### src/rtl/fp_mul_pipe.sv
// Three-stage pipelined floating-point multiplier with valid/ready handshake.
// Subnormal inputs are treated as zero, tiny results flush to zero, and rounding is to nearest, ties to even.
module fp_mul_pipe #(
  parameter int unsigned EXP_W = 8,
  parameter int unsigned MAN_W = 23
) (
  input  logic                 clk_i,
  input  logic                 reset_i,
  input  logic                 valid_i,
  output logic                 ready_o,
  input  logic [EXP_W+MAN_W:0] a_i,
  input  logic [EXP_W+MAN_W:0] b_i,
  output logic                 valid_o,
  input  logic                 ready_i,
  output logic [EXP_W+MAN_W:0] product_o,
  output logic [3:0]           flags_o
);

  localparam int unsigned W  = 1 + EXP_W + MAN_W;
  localparam int unsigned PW = 2 * MAN_W + 2;
  localparam int Bias   = (1 << (EXP_W - 1)) - 1;
  localparam int ExpMax = (1 << EXP_W) - 1;

  typedef logic signed [EXP_W+1:0] exp_t;

  localparam exp_t BiasE   = exp_t'(Bias);
  localparam exp_t ExpMaxE = exp_t'(ExpMax);
  localparam logic [W-1:0] CanonNan = {1'b0, {EXP_W{1'b1}}, 1'b1, {(MAN_W-1){1'b0}}};

  logic en;

  // S1: unpack / classify / exponent sum
  logic             sign_a, sign_b;
  logic [EXP_W-1:0] exp_a, exp_b;
  logic [MAN_W-1:0] man_a, man_b;
  logic             zero_a, zero_b, inf_a, inf_b, nan_a, nan_b, inf_zero;

  logic             s1_valid_q;
  logic             s1_sign_d, s1_sign_q;
  logic             s1_nan_d, s1_nan_q;
  logic             s1_inv_d, s1_inv_q;
  logic             s1_inf_d, s1_inf_q;
  logic             s1_zero_d, s1_zero_q;
  exp_t             s1_exp_d, s1_exp_q;
  logic [MAN_W:0]   s1_ma_d, s1_ma_q;
  logic [MAN_W:0]   s1_mb_d, s1_mb_q;

  always_comb begin
    {sign_a, exp_a, man_a} = a_i;
    {sign_b, exp_b, man_b} = b_i;
    zero_a   = (exp_a == '0);
    zero_b   = (exp_b == '0);
    inf_a    = (&exp_a) & (man_a == '0);
    inf_b    = (&exp_b) & (man_b == '0);
    nan_a    = (&exp_a) & (man_a != '0);
    nan_b    = (&exp_b) & (man_b != '0);
    inf_zero = (inf_a & zero_b) | (zero_a & inf_b);

    s1_sign_d = sign_a ^ sign_b;
    s1_nan_d  = nan_a | nan_b | inf_zero;
    s1_inv_d  = inf_zero & ~(nan_a | nan_b);
    s1_inf_d  = inf_a | inf_b;
    s1_zero_d = zero_a | zero_b;
    s1_exp_d  = $signed({2'b00, exp_a}) + $signed({2'b00, exp_b}) - BiasE;
    s1_ma_d   = {1'b1, man_a};
    s1_mb_d   = {1'b1, man_b};
  end

  always_ff @(posedge clk_i) begin
    if (reset_i) begin
      s1_valid_q <= 1'b0;
      s1_sign_q  <= 1'b0;
      s1_nan_q   <= 1'b0;
      s1_inv_q   <= 1'b0;
      s1_inf_q   <= 1'b0;
      s1_zero_q  <= 1'b0;
      s1_exp_q   <= '0;
      s1_ma_q    <= '0;
      s1_mb_q    <= '0;
    end else if (en) begin
      s1_valid_q <= valid_i;
      s1_sign_q  <= s1_sign_d;
      s1_nan_q   <= s1_nan_d;
      s1_inv_q   <= s1_inv_d;
      s1_inf_q   <= s1_inf_d;
      s1_zero_q  <= s1_zero_d;
      s1_exp_q   <= s1_exp_d;
      s1_ma_q    <= s1_ma_d;
      s1_mb_q    <= s1_mb_d;
    end
  end

  // S2: full-width mantissa multiply
  logic          s2_valid_q;
  logic          s2_sign_q, s2_nan_q, s2_inv_q, s2_inf_q, s2_zero_q;
  exp_t          s2_exp_q;
  logic [PW-1:0] s2_prod_d, s2_prod_q;

  always_comb begin
    s2_prod_d = PW'(s1_ma_q) * PW'(s1_mb_q);
  end

  always_ff @(posedge clk_i) begin
    if (reset_i) begin
      s2_valid_q <= 1'b0;
      s2_sign_q  <= 1'b0;
      s2_nan_q   <= 1'b0;
      s2_inv_q   <= 1'b0;
      s2_inf_q   <= 1'b0;
      s2_zero_q  <= 1'b0;
      s2_exp_q   <= '0;
      s2_prod_q  <= '0;
    end else if (en) begin
      s2_valid_q <= s1_valid_q;
      s2_sign_q  <= s1_sign_q;
      s2_nan_q   <= s1_nan_q;
      s2_inv_q   <= s1_inv_q;
      s2_inf_q   <= s1_inf_q;
      s2_zero_q  <= s1_zero_q;
      s2_exp_q   <= s1_exp_q;
      s2_prod_q  <= s2_prod_d;
    end
  end

  // S3: normalize / round / pack
  logic           prod_msb, guard, sticky, round_up, inexact;
  logic [MAN_W-1:0] mant;
  logic [MAN_W:0] mant_rnd;
  exp_t           exp_norm, exp_fin;
  logic           valid_q;
  logic [W-1:0]   product_d, product_q;
  logic [3:0]     flags_d, flags_q;

  always_comb begin
    prod_msb = s2_prod_q[PW-1];
    // A product in [2,4) drops one extra low bit and bumps the exponent.
    mant     = prod_msb ? s2_prod_q[2*MAN_W:MAN_W+1] : s2_prod_q[2*MAN_W-1:MAN_W];
    guard    = prod_msb ? s2_prod_q[MAN_W] : s2_prod_q[MAN_W-1];
    sticky   = prod_msb ? (|s2_prod_q[MAN_W-1:0]) : (|s2_prod_q[MAN_W-2:0]);
    round_up = guard & (sticky | mant[0]);
    inexact  = guard | sticky;
    mant_rnd = {1'b0, mant} + {{MAN_W{1'b0}}, round_up};
    exp_norm = s2_exp_q + $signed({{(EXP_W+1){1'b0}}, prod_msb});
    exp_fin  = exp_norm + $signed({{(EXP_W+1){1'b0}}, mant_rnd[MAN_W]});

    product_d = {s2_sign_q, exp_fin[EXP_W-1:0], mant_rnd[MAN_W-1:0]};
    flags_d   = {3'b000, inexact};
    if (s2_nan_q) begin
      product_d = CanonNan;
      flags_d   = {s2_inv_q, 3'b000};
    end else if (s2_inf_q) begin
      product_d = {s2_sign_q, {EXP_W{1'b1}}, {MAN_W{1'b0}}};
      flags_d   = 4'b0000;
    end else if (s2_zero_q) begin
      product_d = {s2_sign_q, {(W-1){1'b0}}};
      flags_d   = 4'b0000;
    end else if (exp_fin >= ExpMaxE) begin
      product_d = {s2_sign_q, {EXP_W{1'b1}}, {MAN_W{1'b0}}};
      flags_d   = 4'b0101;
    end else if (exp_fin <= exp_t'(0)) begin
      product_d = {s2_sign_q, {(W-1){1'b0}}};
      flags_d   = {2'b00, 1'b1, inexact};
    end
  end

  always_ff @(posedge clk_i) begin
    if (reset_i) begin
      valid_q   <= 1'b0;
      product_q <= '0;
      flags_q   <= '0;
    end else if (en) begin
      valid_q   <= s2_valid_q;
      product_q <= product_d;
      flags_q   <= flags_d;
    end
  end

  // The whole pipe advances together; a stalled output freezes every stage.
  assign en        = ready_i | ~valid_q;
  assign ready_o   = en;
  assign valid_o   = valid_q;
  assign product_o = product_q;
  assign flags_o   = flags_q;

endmodule

### config.mk
export PLATFORM = sky130hd
export DESIGN_NAME = fp_mul_pipe
export DESIGN_NICKNAME = d
export VERILOG_FILES = /design/src/rtl/fp_mul_pipe.sv
export SDC_FILE = /design/constraint.sdc
export NUM_CORES = 2
export LEC_CHECK = 0
export BUFFER_PORTS_ARGS = -buffer_cell sky130_fd_sc_hd__buf_2
export CAP_MARGIN = 5
export CELL_PAD_IN_SITES_DETAIL_PLACEMENT = 0
export CELL_PAD_IN_SITES_GLOBAL_PLACEMENT = 1
export CORE_UTILIZATION = 35
export CTS_BUF_LIST = sky130_fd_sc_hd__clkbuf_16
export DETAILED_ROUTE_END_ITERATION = 8
export GPL_TIMING_DRIVEN = 0
export HOLD_SLACK_MARGIN = 0.12
export PLACE_DENSITY = 0.7
export SYNTH_ARGS = -nofsm -noshare
export SYNTH_HDL_FRONTEND = slang
export SYNTH_SLANG_ARGS = --single-unit
### constraint.sdc
create_clock -name clk_i -period 7.38 [get_ports clk_i]
set_clock_uncertainty 0.2 [all_clocks]
set_input_delay 0.369 -clock clk_i [delete_from_list [all_inputs] [get_ports clk_i]]
set_output_delay 0.369 -clock clk_i [all_outputs]
set_load 0.01 [all_outputs]
==> impl_results.md <==
- CTS Sinks: 164
- Global routing usage on met2: 0.3967
- Final worst-path cycle share: 0.9892
- Most frequent CP cell: fa_1
- P_leak: 14.46 nW
- Worst R2R Start: s1_ma_q[2]
- Clock-pin slew on the worst setup and hold paths: 0.10 ns
- Initial antenna violation count: 2
- Pwr Total: around 6.6 mW
- Drt wl/cell: 22.36 um
- Final Max Tran Viols: 0
- First-pass GRT wire length: ~150,000 um
- Nets: 4,051
- Root buf cell: clkbuf_16
- Max cap viols: 0
- Sequential share of the synthesized area: 0.1231
- Slowest-stage cell, CP: fa_1
- Critical Path Start Type: flop
- Mapped cell area: 26,660 um^2
- Warnings, synthesis: 0
- GRT Total Usage: 0.2557
- WS Path Type: flop to flop
- Die Area: roughly 77,000 um^2
- Worst EP required: 7.54 ns
- Die X-Extent: approximately 280 um
- Crit path from: s1_ma_q[2]
- First drt pass iteration count: 5
- GRT met3 Usage: 0.05331
- Routability cong.: 0.9914
- Syn_nets: slightly below 4,000
- CP max stage delay: 0.57 ns
- Maximum vdd drop: 0.1703 mV
- Area added between synthesis and finish: 13.61%
- Inserted Clock Buffers: 17
- Seq cells post-synth: 164
- Die Y: 278 um
- Worst r2r path cells: 20
- Crit path buf inv count: 3
- Reg2Reg Setup Slack: 0.08 ns
- Hold EP: s1_exp_q[0]
- Post-detail-place hpwl: approximately 78,000 um
- DRC Markers: 0
- Longest Clk Path Bufs: 2
- Num rows: 100
- Fin crit period: 7.300 ns
- Reg2reg end: s2_prod_q[42]
- Status: finished, final reports clean
- Slew headroom: 0.1671
- Ant diodes: 0
- Fmax: 0.1370 GHz
- GRT overflow: 0
- Final setup violation count: 0
- Min-delay worst type: input pin to flop
- Share of layout cells above drive strength 1: 0.1114
- Hold Path Cell Cnt: 4
- Asr flop ratio synth: 0
- Initial core utilization: 0.3557
- Number of flops mapped to enable cells by yosys: 0
- Most frequent cells in the layout: inv_1, nand2_1, fa_1, and2_1, ha_1
- PD cells: ~220 nW/um^2
- Area of the core: 74,950 um^2
- Hold Slack: 0.1492 ns
- Crit path arrival time: approximately 7.5 ns
- DR vias: around 22,000
- Final Hold Violating Endpoints: 0
- Slew of the pin with the lowest slew margin: 1.249 ns
- Skew-Pair Late Insertion Delay: 0.50 ns
- Number of DRC markers in iteration 0: between 1,500 and 2,000
- Synth unique cells: 84
- Htree depth: 4
- Commonest non-fill, non-tap cell in the layout: inv_1
- Fillcell total: 7,671
- Crit path cell chain: clkbuf_2 > nand2_1 > fa_1 > fa_1 > inv_1 > fa_1 > fa_1 > fa_1 > fa_1 > fa_1 > ha_1 > and4_4 > nand3_2 > or3_4 > nor3_4 > o31ai_2 > buf_4 > o21a_1 > xor2_1 > o21ai_0
- Io pins: 106
- Final TNS setup: 0 ns
- Met1 Use GR: 0.3578
- Antenna-violating nets left: 0
- Hold Startpoint: a_i[23]
- Largest net degree at the start of global routing: 18
- Crit-path max FO: 10
- Vias per inst: roughly 5.2
- Syn Area/Cell: 8.537 um^2
- CP Capture Type: flop
- Synth Instances: 3,123
- Ys flop type: dfxtp_1
- Port Buffers: 105
- Crit path max-delay family: adder cells
- Core Util, Final: 0.4042
- CTS tree: built
- Vias in the first global route: 22,950
- Final wirelength: 95,900 um
- Most used routing layer: met2
## worst max path at each step
stage / endpoint / slack [ns] / cells after the start
final: s2_prod_q[42] / 0.08 / 20
after global routing: s2_prod_q[42] / -0.04 / 23
after CTS: s2_prod_q[46] / 0.004 / 22
after detailed placement: s2_prod_q[41] / -0.73 / 25
after global placement: s2_prod_q[41] / -0.79 / 25
after floorplan: s2_prod_q[41] / 0.60 / 25
## sequential cells by signal (all words and copies together) (netlist names)
signal      count
flags_o         4
product_o      32
s1_exp_q       10
s1_inf_q        1
s1_inv_q        1
s1_ma_q        24
s1_mb_q        23
s1_nan_q        1
s1_sign_q       1
s1_valid_q      1
s1_zero_q       1
s2_exp_q       10
s2_inf_q        1
s2_inv_q        1
s2_nan_q        1
s2_prod_q      48
s2_sign_q       1
s2_valid_q      1
s2_zero_q       1
valid_o         1
## cell usage after synthesis (10+ instances only)
library cell / number / area, um^2
a211oi_1: 25 / 187.7
ha_1: 192 / 2402
nand4_1: 23 / 143.9
and3_1: 13 / 81.33
nand2_1: 546 / 2049
dfxtp_1: 164 / 3283
a21o_1: 23 / 172.7
a32o_1: 13 / 130.1
xnor2_1: 37 / 324.1
nand3_1: 27 / 135.1
o21bai_1: 13 / 97.59
o21ai_0: 36 / 180.2
and2_1: 300 / 1877
inv_1: 565 / 2121
a21oi_1: 178 / 890.9
xor2_1: 18 / 157.7
nor2_1: 69 / 259.0
nor3_1: 26 / 130.1
a22o_1: 12 / 105.1
clkbuf_1: 162 / 608.1
fa_1: 484 / 9689
nor4_1: 22 / 137.6
a311oi_1: 10 / 87.58
## cell families after synthesis
group | synth area share
simple gates | 0.1945
xor+xnor | 0.01868
fa+ha+maj | 0.4535
buf+inv | 0.1063
flops | 0.1231
compound gates | 0.1003
mux | 0.003567
## repair_timing
item | CTS | global route
hold buffers | 49 | 0
endpoints found under the setup margin | 29 | 37
resized for setup | 223 | 137
pin swaps | 2 | 11
endpoints found under the hold margin | 48 | 0
buffers inserted | 3 | 11
## worst register-to-register path, stage by stage, from the launching register on
cell and delay (ns):
dfxtp_2 0.52, clkbuf_2 0.41, nand2_1 0.14, fa_1 0.51
fa_1 0.50, inv_1 0.05, fa_1 0.48, fa_1 0.56
fa_1 0.48, fa_1 0.57, fa_1 0.49, ha_1 0.45
and4_4 0.29, nand3_2 0.13, or3_4 0.43, nor3_4 0.25
o31ai_2 0.09, buf_4 0.16, o21a_1 0.17, xor2_1 0.18
o21ai_0 0.09
## per-stage QoR
step	setup slack, ns	instance area [um^2]	instances
2_1_floorplan	0.5971	26660	3123
3_3_place_gp	-0.7941	28400	4197
3_5_place_dp	-0.7340	28400	4197
4_1_cts	0.003865	29970	4281
5_1_grt	-0.03547	30290	4289
6_report	0.07958	30290	4289
## area by class of cell
class	instances	area, um^2	area share
multi-input cells	2213	20670	0.6825
flip-flops and latches	164	3406	0.1124
clock inverters	15	163.9	0.005411
well taps	969	1212	0.04002
inverters	565	2121	0.07001
clock buffers	17	425.4	0.01404
repair buffers	168	1134	0.03742
plain buffers	178	1155	0.03812
## layer usage
layer	routed length (um)	vias to the layer above
met1	42460	11050
li1	-	10050
met4	2667	0
met3	8542	146
met2	42230	928
met5	0	-
## power breakdown
| group | internal [mW] | total [mW] | switching (mW) |
|---|---|---|---|
| logic | 1.74 | 4.42 | 2.68 |
| registers | 1.03 | 1.20 | 0.172 |
| clock network | 0.480 | 0.975 | 0.495 |
Note: power is estimated with default switching activity, not from simulation.
